==> config.mk <==
export PLATFORM = sky130hd
export DESIGN_NAME = bk_serial_alu
export DESIGN_NICKNAME = d
export VERILOG_FILES = /design/src/rtl/bk_serial_alu.sv
export SDC_FILE = /design/constraint.sdc
export NUM_CORES = 1
export LEC_CHECK = 0
export ABC_CLOCK_PERIOD_IN_PS = 4000
export CORE_MARGIN = 2
export CORE_UTILIZATION = 45
export CTS_CLUSTER_DIAMETER = 150
export DETAILED_ROUTE_END_ITERATION = 16
export HOLD_SLACK_MARGIN = 0.05
export PLACE_DENSITY = 0.74
export SKIP_LAST_GASP = 1
export SYNTH_ARGS = -nofsm -noshare
export SYNTH_HDL_FRONTEND = slang
export SYNTH_SLANG_ARGS = --single-unit
==> constraint.sdc <==
create_clock -name clk -period 4 [get_ports clk]
set_input_delay 0.4 -clock clk [delete_from_list [all_inputs] [get_ports clk]]
set_output_delay 0.4 -clock clk [all_outputs]
set_load 0.05 [all_outputs]
==> src/rtl/bk_serial_alu.sv <==
// Byte-serial ALU: loads two WIDTH-bit operands one byte per beat, computes on a
// Brent-Kung prefix adder, then streams the result back one byte per beat with flags.
module bk_serial_alu #(
  parameter int unsigned WIDTH  = 16,
  parameter int unsigned ACC_EN = 1
) (
  input  logic       clk,
  input  logic       rst_n,
  input  logic       in_valid,
  output logic       in_ready,
  input  logic [1:0] op,
  input  logic       cin,
  input  logic [7:0] a_byte,
  input  logic [7:0] b_byte,
  output logic       out_valid,
  input  logic       out_ready,
  output logic [7:0] out_byte,
  output logic       out_last,
  output logic       cout,
  output logic       ovf
);

  localparam int unsigned NB    = WIDTH / 8;
  localparam int unsigned CNT_W = (NB > 1) ? $clog2(NB) : 1;
  localparam int unsigned LVL   = $clog2(WIDTH);
  localparam int unsigned NSTG  = 2 * LVL;

  localparam logic [1:0] OP_ADD = 2'b00;
  localparam logic [1:0] OP_SUB = 2'b01;
  localparam logic [1:0] OP_ACC = 2'b10;
  localparam logic [1:0] OP_CLR = 2'b11;

  typedef enum logic [1:0] {S_IDLE, S_LOAD, S_CALC, S_SEND} state_e;

  state_e             state_q, state_d;
  logic [WIDTH-1:0]   a_q, a_d, b_q, b_d, res_q, res_d, acc_q;
  logic [1:0]         op_q, op_d, op_eff;
  logic               cin_q, cin_d;
  logic [CNT_W-1:0]   cnt_q, cnt_d;
  logic               in_ready_q, in_ready_d;
  logic               out_valid_q, out_valid_d;
  logic               out_last_q, out_last_d;
  logic               cout_q, cout_d, ovf_q, ovf_d;

  logic [WIDTH-1:0]   x_op, y_op, sum_w;
  logic               c0, cout_w, ovf_w;
  logic [WIDTH-1:0]   gs [NSTG];
  logic [WIDTH-1:0]   ps [NSTG];
  logic [WIDTH:0]     carry;

  // Bytes arrive LSB first, so each new byte enters at the top and older ones slide down.
  function automatic logic [WIDTH-1:0] shift_in(input logic [WIDTH-1:0] cur,
                                                input logic [7:0]       nxt);
    return (cur >> 8) | (WIDTH'(nxt) << (WIDTH - 8));
  endfunction

  // Span of the combine at each tree stage: up-sweep 1,2,4.. then down-sweep ..4,2,1.
  function automatic int unsigned stage_dist(input int unsigned s);
    return (s < LVL) ? (32'd1 << s) : (32'd1 << (NSTG - 2 - s));
  endfunction

  function automatic logic is_node(input int unsigned s, input int unsigned i);
    int unsigned d;
    d = stage_dist(s);
    if (s < LVL) return ((i + 1) % (2 * d)) == 0;
    return (((i + 1) % (2 * d)) == d) && (i >= 2 * d);
  endfunction

  always_comb begin
    op_eff = op_q;
    if (ACC_EN == 0 && op_q[1]) op_eff = OP_ADD;
  end

  // Operand routing into the adder.
  always_comb begin
    x_op = a_q;
    y_op = b_q;
    c0   = cin_q;
    case (op_eff)
      OP_SUB: begin
        y_op = ~b_q;
        c0   = 1'b1;
      end
      OP_ACC: begin
        x_op = acc_q;
        y_op = a_q;
      end
      default: ;
    endcase
  end

  // Brent-Kung prefix tree: stage 0 is bitwise g/p, last stage holds full-prefix g/p per bit.
  always_comb begin
    gs[0] = x_op & y_op;
    ps[0] = x_op ^ y_op;
    for (int unsigned s = 0; s < NSTG - 1; s++) begin
      gs[s+1] = gs[s];
      ps[s+1] = ps[s];
      for (int unsigned i = 0; i < WIDTH; i++) begin
        if (is_node(s, i)) begin
          gs[s+1][i] = gs[s][i] | (ps[s][i] & gs[s][i - stage_dist(s)]);
          ps[s+1][i] = ps[s][i] & ps[s][i - stage_dist(s)];
        end
      end
    end
    carry[0] = c0;
    for (int unsigned i = 0; i < WIDTH; i++) begin
      carry[i+1] = gs[NSTG-1][i] | (ps[NSTG-1][i] & c0);
    end
    sum_w  = ps[0] ^ carry[WIDTH-1:0];
    cout_w = carry[WIDTH];
    ovf_w  = (x_op[WIDTH-1] == y_op[WIDTH-1]) & (sum_w[WIDTH-1] != x_op[WIDTH-1]);
  end

  // Next-state and register updates.
  always_comb begin
    state_d     = state_q;
    a_d         = a_q;
    b_d         = b_q;
    op_d        = op_q;
    cin_d       = cin_q;
    cnt_d       = cnt_q;
    res_d       = res_q;
    cout_d      = cout_q;
    ovf_d       = ovf_q;
    in_ready_d  = in_ready_q;
    out_valid_d = out_valid_q;
    out_last_d  = out_last_q;
    case (state_q)
      S_IDLE: begin
        in_ready_d = 1'b1;
        if (in_valid && in_ready_q) begin
          op_d  = op;
          cin_d = cin;
          a_d   = shift_in(a_q, a_byte);
          b_d   = shift_in(b_q, b_byte);
          cnt_d = CNT_W'(1);
          if (NB == 1) begin
            state_d    = S_CALC;
            in_ready_d = 1'b0;
          end else begin
            state_d = S_LOAD;
          end
        end
      end
      S_LOAD: begin
        if (in_valid && in_ready_q) begin
          a_d   = shift_in(a_q, a_byte);
          b_d   = shift_in(b_q, b_byte);
          cnt_d = cnt_q + CNT_W'(1);
          if (cnt_q == CNT_W'(NB - 1)) begin
            state_d    = S_CALC;
            in_ready_d = 1'b0;
          end
        end
      end
      S_CALC: begin
        if (op_eff == OP_CLR) begin
          res_d  = '0;
          cout_d = 1'b0;
          ovf_d  = 1'b0;
        end else begin
          res_d  = sum_w;
          cout_d = cout_w;
          ovf_d  = ovf_w;
        end
        cnt_d       = '0;
        out_valid_d = 1'b1;
        out_last_d  = (NB == 1);
        state_d     = S_SEND;
      end
      S_SEND: begin
        if (out_ready) begin
          if (out_last_q) begin
            out_valid_d = 1'b0;
            out_last_d  = 1'b0;
            in_ready_d  = 1'b1;
            state_d     = S_IDLE;
          end else begin
            res_d      = res_q >> 8;
            cnt_d      = cnt_q + CNT_W'(1);
            out_last_d = (cnt_d == CNT_W'(NB - 1));
          end
        end
      end
      default: state_d = S_IDLE;
    endcase
  end

  always_ff @(posedge clk or negedge rst_n) begin
    if (!rst_n) begin
      state_q     <= S_IDLE;
      a_q         <= '0;
      b_q         <= '0;
      op_q        <= '0;
      cin_q       <= 1'b0;
      cnt_q       <= '0;
      res_q       <= '0;
      cout_q      <= 1'b0;
      ovf_q       <= 1'b0;
      in_ready_q  <= 1'b0;
      out_valid_q <= 1'b0;
      out_last_q  <= 1'b0;
    end else begin
      state_q     <= state_d;
      a_q         <= a_d;
      b_q         <= b_d;
      op_q        <= op_d;
      cin_q       <= cin_d;
      cnt_q       <= cnt_d;
      res_q       <= res_d;
      cout_q      <= cout_d;
      ovf_q       <= ovf_d;
      in_ready_q  <= in_ready_d;
      out_valid_q <= out_valid_d;
      out_last_q  <= out_last_d;
    end
  end

  // Accumulator updates only at the CALC edge.
  if (ACC_EN != 0) begin : g_acc
    always_ff @(posedge clk or negedge rst_n) begin
      if (!rst_n) begin
        acc_q <= '0;
      end else if (state_q == S_CALC) begin
        if (op_eff == OP_CLR)      acc_q <= '0;
        else if (op_eff == OP_ACC) acc_q <= sum_w;
      end
    end
  end else begin : g_no_acc
    assign acc_q = '0;
  end

  assign in_ready  = in_ready_q;
  assign out_valid = out_valid_q;
  assign out_byte  = res_q[7:0];
  assign out_last  = out_last_q;
  assign cout      = cout_q;
  assign ovf       = ovf_q;

endmodule

==> results.txt <==
Post-Syn Instances = 414
Crit path max-delay cell type = ha_1
Largest net degree at the start of global routing = 76
Count of final setup violators = 0
GPL Wtd Cong = 0.8803
Clock sink count = 75
Vias in the first global route = 3,228
Final hold viol count = 0
R2R setup slack = 510 ps
Pre-CTS setup slack = 581.9 ps
GRT overflow = 0
Hold buffers post-CTS = 0
YS warnings = 0
Slew @ Worst Pin = 945.1 ps
First drt pass iteration count = 5
First-pass GRT wire length = 15.55 mm
Worst Clk Skew = 10.21 ps
Postcts setup bufs = 0
Crit-path most repeated cell = ha_1
Cts bufs inserted = 9
Startpoint Class = flop
Core Area = 9284 um2
CP max stage delay = 660 ps
Hold Crit Class = in -> async
Share of layout cells above drive strength 1 = 18.00%
Synth top cells by count = dfrtp_1, mux2_2, nand2_1
Post-synth top area share = 43.47%
Netlist cell types = 48
Final Cell Area = 4923 um2
Max-Cap Viols = 0
Area leader, netlist = dfrtp_1
Chip Height = 102.0 um
Met2 usage = 30.77%
Setup crit end kind = flop
Die Span X = 102.0 um
Async SR Flop Fraction = 100.0%
Site Rows = 35
Top-count cell post-synth = dfrtp_1
Global route hottest layer = met2
Worst Path Buf+Inv = 1
Compound-Gate Fraction of Synth Area = 20.37%
Fin. max-slew vios = 0
Synth top area cells = dfrtp_1, mux2_2, ha_1
Status = finished clean
Most used DFF post-synth = dfrtp_1
Worst-path cell chain = inv_1, ha_1, a221oi_1, a21oi_1, ha_1, o21ai_0, a221o_2, o211ai_4, a311oi_2, xnor2_1, a22o_1
TritonCTS clock tree = built
Critical path type = reg -> reg
Fin Setup TNS = 0 ps
#FFs+latches synth = 75
CTS root buf = clkbuf_8
RSZ-0062 raised after global routing = false
Post-Synth Adder-Cell Area = 7.418%
Layout Nets = 482
Met1 usage = 26.38%
Skew-Pair Late Insertion Delay = 350 ps
RR Endpoint = acc_q[12]
R2R cell count = 11
Fill cell count = 867
Overall global routing resource usage = 19.31%
Register area share after synthesis = 43.47%
Met3 GRT Util = 4.172%
Initial Util = 46.51%
CP max FO = 32
Synth Area in XOR/XNOR = 2.840%
Die area = 10,390 um2
Synthesis-to-layout area growth = 14.02%
Total Wirelength = 9.109 mm
Mux share of post-synthesis cell area = 11.91%
Period utilization = 87.30%
IO Port Bufs = 35
Post-DP HPWL = 6.422 mm
Syn_area_per_cell = 10.43 um2
Crit path arrival time = 3780 ps
CP required = 4290 ps
Setup WS post-layout = 508.1 ps
H-tree depth = 3
Ports = 36
Crit path max-delay family = compound AO/OA/AOI/OAI gates
Area share of and/or/nand/nor cells after synthesis = 8.258%
Max Buffers Root-to-Sink = 2
Slew HR = 36.99%
Antenna Diode Count = 0
Syn_nets = 462
Post-Place Cell Area = 4711 um2
Via density = 5.699
Initial antenna violation count = 0
Post-layout minimum cycle time = 3492 ps
Number of synthesized flops with an enable pin = 0
Antenna Nets Post-Route = 0
Drt initial violations = 176
Combinational family with the most area after synthesis = compound AO/OA/AOI/OAI gates
Quantity of gates resized following cts = 0
Clock slew at reported path FFs = 80 ps
Synth Cell Area = 4318 um2
Vias = 3,237
R2r startpoint = op_eff[0]
F_max = 286.4 MHz
WL/cell = 16.04 um
Residual DRC = 0
routing by layer:
| metal | up-vias | routed length, um |
|---|---|---|
| met3 | 16 | 445 |
| met5 | - | 0 |
| met4 | 0 | 132 |
| met1 | 1601 | 4324 |
| li1 | 1531 | - |
| met2 | 89 | 4206 |
cell families after synthesis:
family	count (synthesis)
simple gates	76
compound gates	121
fa+ha+maj	25
buf+inv	57
mux	46
flops	75
xor+xnor	14
cell type report:
cell class	instances	area, um2	area share [%]
Tap cell	129	161.4	3.278
Multi-Input combinational cell	282	2193	44.55
Inverter	27	101.3	2.058
Clock inverter	4	47.55	0.9657
Sequential cell	75	1877	38.12
Clock buffer	12	165.2	3.355
Timing Repair Buffer	39	377.9	7.675
placed cells by master, fill, tap and decap left out, drive strengths merged, types with 9 or more instances in the layout:
cell type / netlist / routed
xnor2: 9 / 9
ha: 24 / 24
a22o: 14 / 14
a21oi: 31 / 31
dfrtp: 75 / 75
a221oi: 18 / 18
clkdlybuf4s50: 0 / 34
inv: 27 / 27
o21ai: 27 / 27
nand2: 37 / 37
o31ai: 10 / 10
mux2: 43 / 43
nor2: 9 / 9
clkbuf: 21 / 12
registers in the layout (all words and copies together), names as in the netlist:
signal and count:
out_valid 1, ovf 1, res_q 16, b_q 16, cout 1, out_last 1
op_eff 2, cnt_q 1, state_q 2, a_q 16, acc_q 16, in_ready 1
cin_q 1
worst max path at each step:
stage               from   endpoint  cells after the start  slack (ps)
2_1_floorplan  op_eff[0]  acc_q[15]                     12         860
3_3_place_gp   op_eff[0]  acc_q[15]                     11         710
3_5_place_dp   op_eff[0]  acc_q[12]                     11         580
4_1_cts        op_eff[0]  acc_q[12]                     11         520
5_1_grt        op_eff[0]   res_q[7]                     11         300
6_report       op_eff[0]  acc_q[12]                     11         510
through the flow:
step                      utilization [%]  hold slack, ps  instances
after detailed placement            50.74           466.8        552
after CTS                           53.03           212.8        568
after floorplan                         -           104.4        414
after global routing                53.03           261.2        568
after global placement              50.74           459.2        552
final                               53.03           183.6        568
Power is left out: the tool's default activity adds up to more than one toggle a clock period on the data nets, which glitch-free logic cannot reach.
